===== config.mk =====
export PLATFORM = sky130hd
export DESIGN_NAME = rf_writeback
export DESIGN_NICKNAME = d
export VERILOG_FILES = /design/src/rtl/rf_writeback_pkg.sv /design/src/rtl/rf_wb_fifo.sv /design/src/rtl/rf_writeback.sv
export SDC_FILE = /design/constraint.sdc
export NUM_CORES = 1
export LEC_CHECK = 0
export BUFFER_PORTS_ARGS = -buffer_cell sky130_fd_sc_hd__buf_2
export CORE_UTILIZATION = 52
export DETAILED_ROUTE_END_ITERATION = 6
export PLACE_DENSITY = 0.74
export RECOVER_POWER = 25
export SLEW_MARGIN = 20
export SYNTH_ARGS = -nofsm -noshare
export SYNTH_HDL_FRONTEND = slang
export SYNTH_SLANG_ARGS = --single-unit

===== constraint.sdc =====
create_clock -name i_clk -period 4.1 [get_ports i_clk]
set_input_delay 0.615 -clock i_clk [delete_from_list [all_inputs] [get_ports i_clk]]
set_output_delay 0.615 -clock i_clk [all_outputs]
set_load 0.02 [all_outputs]

===== src/rtl/rf_writeback_pkg.sv =====
// Shared configuration for the register-file writeback slice: default sizes and
// the one-hot destination decode used by the arbiter and the scoreboard.
package rf_writeback_pkg;

   localparam int unsigned RF_WB_REGNO     = 8;
   localparam int unsigned RF_WB_REGNO_LOG = 3;
   localparam int unsigned RF_WB_RW        = 16;
   localparam int unsigned RF_WB_LQ_DEPTH  = 4;

   // Decode is built at a fixed maximum width; callers cast down to their REGNO.
   localparam int unsigned RF_WB_MAX_LOG   = 6;
   localparam int unsigned RF_WB_MAX_REGNO = 1 << RF_WB_MAX_LOG;

   function automatic logic [RF_WB_MAX_REGNO-1:0] rf_wb_onehot(
      input logic [RF_WB_MAX_LOG-1:0] idx
   );
      logic [RF_WB_MAX_REGNO-1:0] vec;
      vec      = '0;
      vec[idx] = 1'b1;
      return vec;
   endfunction

endpackage


===== src/rtl/rf_wb_fifo.sv =====
// Load-result queue: circular buffer with wrapping pointers and an occupancy
// count one bit wider than the pointers so full and empty are distinguishable.
module rf_wb_fifo #(
   parameter int unsigned Width = 19,
   parameter int unsigned Depth = 4,
   localparam int unsigned PtrW = $clog2(Depth),
   localparam int unsigned CntW = PtrW + 1
) (
   input  logic             i_clk,
   input  logic             i_rst,
   input  logic             i_push,
   input  logic [Width-1:0] i_d,
   input  logic             i_pop,
   output logic [Width-1:0] o_d,
   output logic             o_empty,
   output logic [CntW-1:0]  o_count
);

   logic [Width-1:0] mem_q [Depth];
   logic [PtrW-1:0]  wr_ptr_q, wr_ptr_d;
   logic [PtrW-1:0]  rd_ptr_q, rd_ptr_d;
   logic [CntW-1:0]  count_q, count_d;
   logic             push_ok, pop_ok;

   // Guard against overflow/underflow so a misbehaving caller cannot corrupt order.
   assign push_ok = i_push && (count_q != CntW'(Depth));
   assign pop_ok  = i_pop && (count_q != '0);

   // Next-state pointers and occupancy; push+pop together leaves count unchanged.
   always_comb begin
      wr_ptr_d = push_ok ? wr_ptr_q + PtrW'(1) : wr_ptr_q;
      rd_ptr_d = pop_ok ? rd_ptr_q + PtrW'(1) : rd_ptr_q;
      count_d  = count_q;
      if (push_ok && !pop_ok) begin
         count_d = count_q + CntW'(1);
      end else if (!push_ok && pop_ok) begin
         count_d = count_q - CntW'(1);
      end
   end

   // Pointer and count state.
   always_ff @(posedge i_clk) begin
      if (i_rst) begin
         wr_ptr_q <= '0;
         rd_ptr_q <= '0;
         count_q  <= '0;
      end else begin
         wr_ptr_q <= wr_ptr_d;
         rd_ptr_q <= rd_ptr_d;
         count_q  <= count_d;
      end
   end

   // Storage needs no reset; occupancy decides what is valid.
   always_ff @(posedge i_clk) begin
      if (push_ok) begin
         mem_q[wr_ptr_q] <= i_d;
      end
   end

   assign o_d     = mem_q[rd_ptr_q];
   assign o_empty = (count_q == '0);
   assign o_count = count_q;

endmodule


===== src/rtl/rf_writeback.sv =====
// Register-file write-side controller: arbitrates ALU results over load results
// (loads that lose are queued in order), drives a registered one-hot write port,
// and keeps a per-register pending scoreboard with a sticky protocol-error flag.
// Optional build macro RF_WB_R0_ZERO_EN: r0 is hardwired, writes to it are dropped
// and it is never marked pending.
module rf_writeback
   import rf_writeback_pkg::*;
#(
   parameter int unsigned REGNO     = RF_WB_REGNO,
   parameter int unsigned REGNO_LOG = RF_WB_REGNO_LOG,
   parameter int unsigned RW        = RF_WB_RW,
   parameter int unsigned LQ_DEPTH  = RF_WB_LQ_DEPTH
) (
   input  logic                 i_clk,
   input  logic                 i_rst,
   input  logic                 i_alu_valid,
   input  logic [REGNO_LOG-1:0] i_alu_reg,
   input  logic [RW-1:0]        i_alu_d,
   input  logic                 i_mem_valid,
   output logic                 o_mem_ready,
   input  logic [REGNO_LOG-1:0] i_mem_reg,
   input  logic [RW-1:0]        i_mem_d,
   input  logic                 i_issue_valid,
   input  logic [REGNO_LOG-1:0] i_issue_reg,
   output logic [REGNO-1:0]     o_rf_ie,
   output logic [RW-1:0]        o_rf_d,
   output logic [REGNO-1:0]     o_pending,
   output logic                 o_err
);

   localparam int unsigned EntW = REGNO_LOG + RW;
   localparam int unsigned CntW = $clog2(LQ_DEPTH) + 1;

   logic                 mem_fire;
   logic                 lq_push, lq_pop, lq_empty;
   logic [EntW-1:0]      lq_rd;
   logic [CntW-1:0]      lq_count;
   logic                 sel_valid;
   logic [REGNO_LOG-1:0] sel_reg;
   logic [RW-1:0]        sel_d;
   logic [REGNO-1:0]     rf_ie_q, rf_ie_d;
   logic [RW-1:0]        rf_d_q, rf_d_d;
   logic [REGNO-1:0]     pending_q, pending_d;
   logic [REGNO-1:0]     issue_set;
   logic                 err_q, err_d;

   // Ready looks only at registered occupancy, so a full queue refuses even when popping.
   assign o_mem_ready = (lq_count != CntW'(LQ_DEPTH));
   assign mem_fire    = i_mem_valid && o_mem_ready;

   rf_wb_fifo #(
      .Width (EntW),
      .Depth (LQ_DEPTH)
   ) u_lq (
      .i_clk   (i_clk),
      .i_rst   (i_rst),
      .i_push  (lq_push),
      .i_d     ({i_mem_reg, i_mem_d}),
      .i_pop   (lq_pop),
      .o_d     (lq_rd),
      .o_empty (lq_empty),
      .o_count (lq_count)
   );

   // Priority select: ALU, then oldest queued load, then a load straight through.
   always_comb begin
      sel_valid = 1'b0;
      sel_reg   = '0;
      sel_d     = '0;
      lq_pop    = 1'b0;
      lq_push   = 1'b0;
      if (i_alu_valid) begin
         sel_valid = 1'b1;
         sel_reg   = i_alu_reg;
         sel_d     = i_alu_d;
         lq_push   = mem_fire;
      end else if (!lq_empty) begin
         sel_valid          = 1'b1;
         {sel_reg, sel_d}   = lq_rd;
         lq_pop             = 1'b1;
         lq_push            = mem_fire;
      end else if (mem_fire) begin
         sel_valid = 1'b1;
         sel_reg   = i_mem_reg;
         sel_d     = i_mem_d;
      end
`ifdef RF_WB_R0_ZERO_EN
      // The slot is still consumed; only the register-file write is suppressed.
      if (sel_reg == '0) begin
         sel_valid = 1'b0;
      end
`endif
   end

   // Write port next state; data holds when nothing is written.
   always_comb begin
      rf_ie_d = sel_valid ? REGNO'(rf_wb_onehot(RF_WB_MAX_LOG'(sel_reg))) : '0;
      rf_d_d  = sel_valid ? sel_d : rf_d_q;
   end

   // Scoreboard: set on issue, clear on the cycle the write is presented; set wins.
   always_comb begin
      issue_set = i_issue_valid ? REGNO'(rf_wb_onehot(RF_WB_MAX_LOG'(i_issue_reg))) : '0;
`ifdef RF_WB_R0_ZERO_EN
      issue_set[0] = 1'b0;
`endif
      pending_d = (pending_q & ~rf_ie_q) | issue_set;
      err_d     = err_q
                  | (|(issue_set & pending_q & ~rf_ie_q))
                  | (|(rf_ie_q & ~pending_q));
   end

   // Registered outputs and scoreboard state.
   always_ff @(posedge i_clk) begin
      if (i_rst) begin
         rf_ie_q   <= '0;
         rf_d_q    <= '0;
         pending_q <= '0;
         err_q     <= 1'b0;
      end else begin
         rf_ie_q   <= rf_ie_d;
         rf_d_q    <= rf_d_d;
         pending_q <= pending_d;
         err_q     <= err_d;
      end
   end

   assign o_rf_ie   = rf_ie_q;
   assign o_rf_d    = rf_d_q;
   assign o_pending = pending_q;
   assign o_err     = err_q;

endmodule

==> flow_summary.toml <==
[critical_path]
path_max_fanout = 23
crit_type = "reg2reg"
regToRegEndpoint = "u_lq.o_count[2]$_SDFFE_PP0P_"
end_kind = "register"
crit_top_cell = "or3_1"
path_cells = "or3_1 -> nand2b_1 -> ha_1 -> inv_1 -> fa_1 -> xor2_1 -> or3_1 -> a21oi_1"
slowest_delay_ps = 750
rr_startpoint = "u_lq.o_count[0]$_SDFFE_PP0P_"
r2r_cells = 8
worstPathArrival_ps = 3160
reg2reg_slack_ps = 1360
cp_slowest_cell = "or3_1"
cp_data_required_time_ps = 4520
critPathLaunchType = "register"

[floorplan]
ios = 80
initial_core_util = 0.534
die_area_sq_um = 9800
core_sq_um = 9150
die_h_um = 99.0
die_w_um = 99.0
num_rows = 35

[finish]
fin_nets = 504
n_antenna_cell = 0
drive_above_1_share = 0.247
final_cells = 576
syn_to_final_growth_pct = 21.9
final_common_cell = "edfxtp_1"
layout_common_cells = "edfxtp_1 (76), buf_2 (61), nor2_1 (43)"

[clock_network]
insertion_delay_ps = 510
cts_made_buffers = 17
clkSinkCount = 118
clock_tree.buffer_depth = 2
post_cts_buffers = 0
path_clk_slew_ps = 60
cts_tree = "done"
root_buffer = "clkbuf_8"
post_cts_resized = 0
ctsHoldBuffers = 0
ctsHtreeMaxLevel = 4

[logic_synthesis]
synth_compound_area_frac = 0.0716
synth_top_family_by_area = "simple AND/OR/NAND/NOR gates"
synth_fa_ha_area_frac = 0.0169
yosysWarnings = 0
yosys_most_used_dff = "edfxtp_1"
ys_types = 47
synth_fp_nets = 419
synth-edff-count = 76
synthMuxAreaShare = 0.103
ys_seq_elements = 118
synth_top_area_frac = 0.467
synthTopCellsByArea = "edfxtp_1 (47%), dfxtp_1 (17%), mux4_2 (5.5%), mux4_1 (3.8%), nor3_1 (3.5%)"
post_synth_xor_area_fraction = 0.00896
yosysTopAreaCell = "edfxtp_1"
synth_simple_gate_area_share = 0.132
synthArstFlopShare = 0
syn_inst = 367
synth_seq_area_share = 0.639
synth.avg_cell_area_sq_um = 13.3
syn_area_sq_um = 4890

[timing]
fin_crit_ps = 2740
period_share = 0.667
max_freq_mhz = 366
timing.hold.ws_ps = 362
clock_skew_ps = 16.5
tightest_slew_ps = 967
tns_ps = 0
slew_viol_final = 0
setup_viol = 0
final_hold_viol_count = 0
rsz0062_at_grt = "false"
relSlewSlack = 0.354

[detailed_routing]
drt_wl_total_um = 10700
drc_errors = 0
met1Wirelength_um = 4380
wl_met2_um = 5570
viasPerCell = 5.75
drtIter0Drc = 171
ant_nets = 0
wire_per_inst_um = 18.6
wl_met3_um = 560
highest_layer = "met4"
vias = 3311
drt-pass1-iter-count = 4

[global_routing]
grt_max_degree = 43
antenna_found_initial = 0
grt_pass1_wl_um = 16600
track_usage = 0.234
grt_overflow_total = 0
grt_pass1_vias = 3288

[power]
vdd_ir_drop_max_mv = 0.311
power_density_nw_per_um2 = 669
leakage_uw = 0.00224

[placed_design]
port_buffers = 79
place_inst = 544
dp_hpwl_um = 6450
gp_congestion = 0.884

[min_path]
holdPathStages = 1
min_path_type = "in2reg"
hold_end = "u_lq.mem_q[3][7]$_DFFE_PP_"
hp-start = "i_mem_d[7]"

[run_status]
status = "finished, final reports clean"

[job]
cap_violations = 0
[cell families after synthesis]
kind of cell,count (synthesis)
buffers and inverters,32
AO/OA/AOI/OAI,47
flip-flops,118
multiplexers,24
XOR/XNOR,5
AND/OR/NAND/NOR,135
adder cells (fa/ha/maj),6
[layer usage]
metal  track usage  vias up
met1         0.277     1626
met5             0        -
li1              -     1548
met3        0.0582       12
met2         0.401      125
met4         0.115        0
[cell type report]
cell class	count	area, sq um
fill	663	3190
sequential	118	3120
multi-input combinational	217	1630
clock buffer	26	541
timing repair buffer	86	425
tap	111	139
clock inverter	6	60.1
inverter	12	45.0
[power by group]
part           total (uW)  switching, uW  leakage (uW)  internal, uW
clock                1450            498      0.000293           954
sequential           1560            101       0.00104          1460
combinational         968            555      0.000904           414
[critical path: cells and delay by family, from the launching register on]
kind,cells,cell delay [ps]
AND/OR/NAND/NOR,3,1340
adder cells (fa/ha/maj),2,580
flip-flops,1,380
XOR/XNOR,1,160
AO/OA/AOI/OAI,1,140
buffers and inverters,1,60
[through the flow]
| stage | util | total power [uW] | cell area, sq um | setup WS, ps |
|---|---|---|---|---|
| 6_report | 0.651 | 3990 | 5960 | 1360 |
| 3_3_place_gp | 0.588 | 2520 | 5380 | 1230 |
| 4_1_cts | 0.654 | 4020 | 5980 | 1380 |
| 3_5_place_dp | 0.588 | 2540 | 5380 | 1130 |
| 2_1_floorplan | - | 2280 | 4890 | 1470 |
| 5_1_grt | 0.651 | 4160 | 5960 | 1170 |
[cells in the mapped netlist, types with 7 or more instances]
master,n
a21oi_1,12
clkbuf_1,14
dfxtp_1,42
edfxtp_1,76
inv_1,12
mux4_1,7
mux4_2,12
nand2_1,21
nand2b_1,8
nor2_1,43
nor3_1,34
o31a_1,15
[state kept, by name (all words and copies together) (netlist names), named ones only]
signal / count
u_lq.mem_q: 76
o_rf_d: 16
o_pending: 8
o_rf_ie: 8
u_lq.o_count: 3
u_lq.rd_ptr_q: 2
u_lq.wr_ptr_q: 2
o_err: 1
[worst max-delay path by stage]
stage,startpoint,to,slack [ps],depth (start not counted)
finish,u_lq.o_count[0]$_SDFFE_PP0P_,u_lq.o_count[2]$_SDFFE_PP0P_,1360,8
global route,u_lq.o_count[2]$_SDFFE_PP0P_,u_lq.o_count[2]$_SDFFE_PP0P_,1170,8
CTS,u_lq.o_count[0]$_SDFFE_PP0P_,u_lq.o_count[2]$_SDFFE_PP0P_,1380,8
detailed placement,i_mem_valid,u_lq.o_count[2]$_SDFFE_PP0P_,1130,9
global placement,i_mem_valid,u_lq.o_count[2]$_SDFFE_PP0P_,1230,9
floorplan,i_mem_valid,u_lq.o_count[2]$_SDFFE_PP0P_,1470,9
No activity file was read; power rests on OpenSTA's default activity.
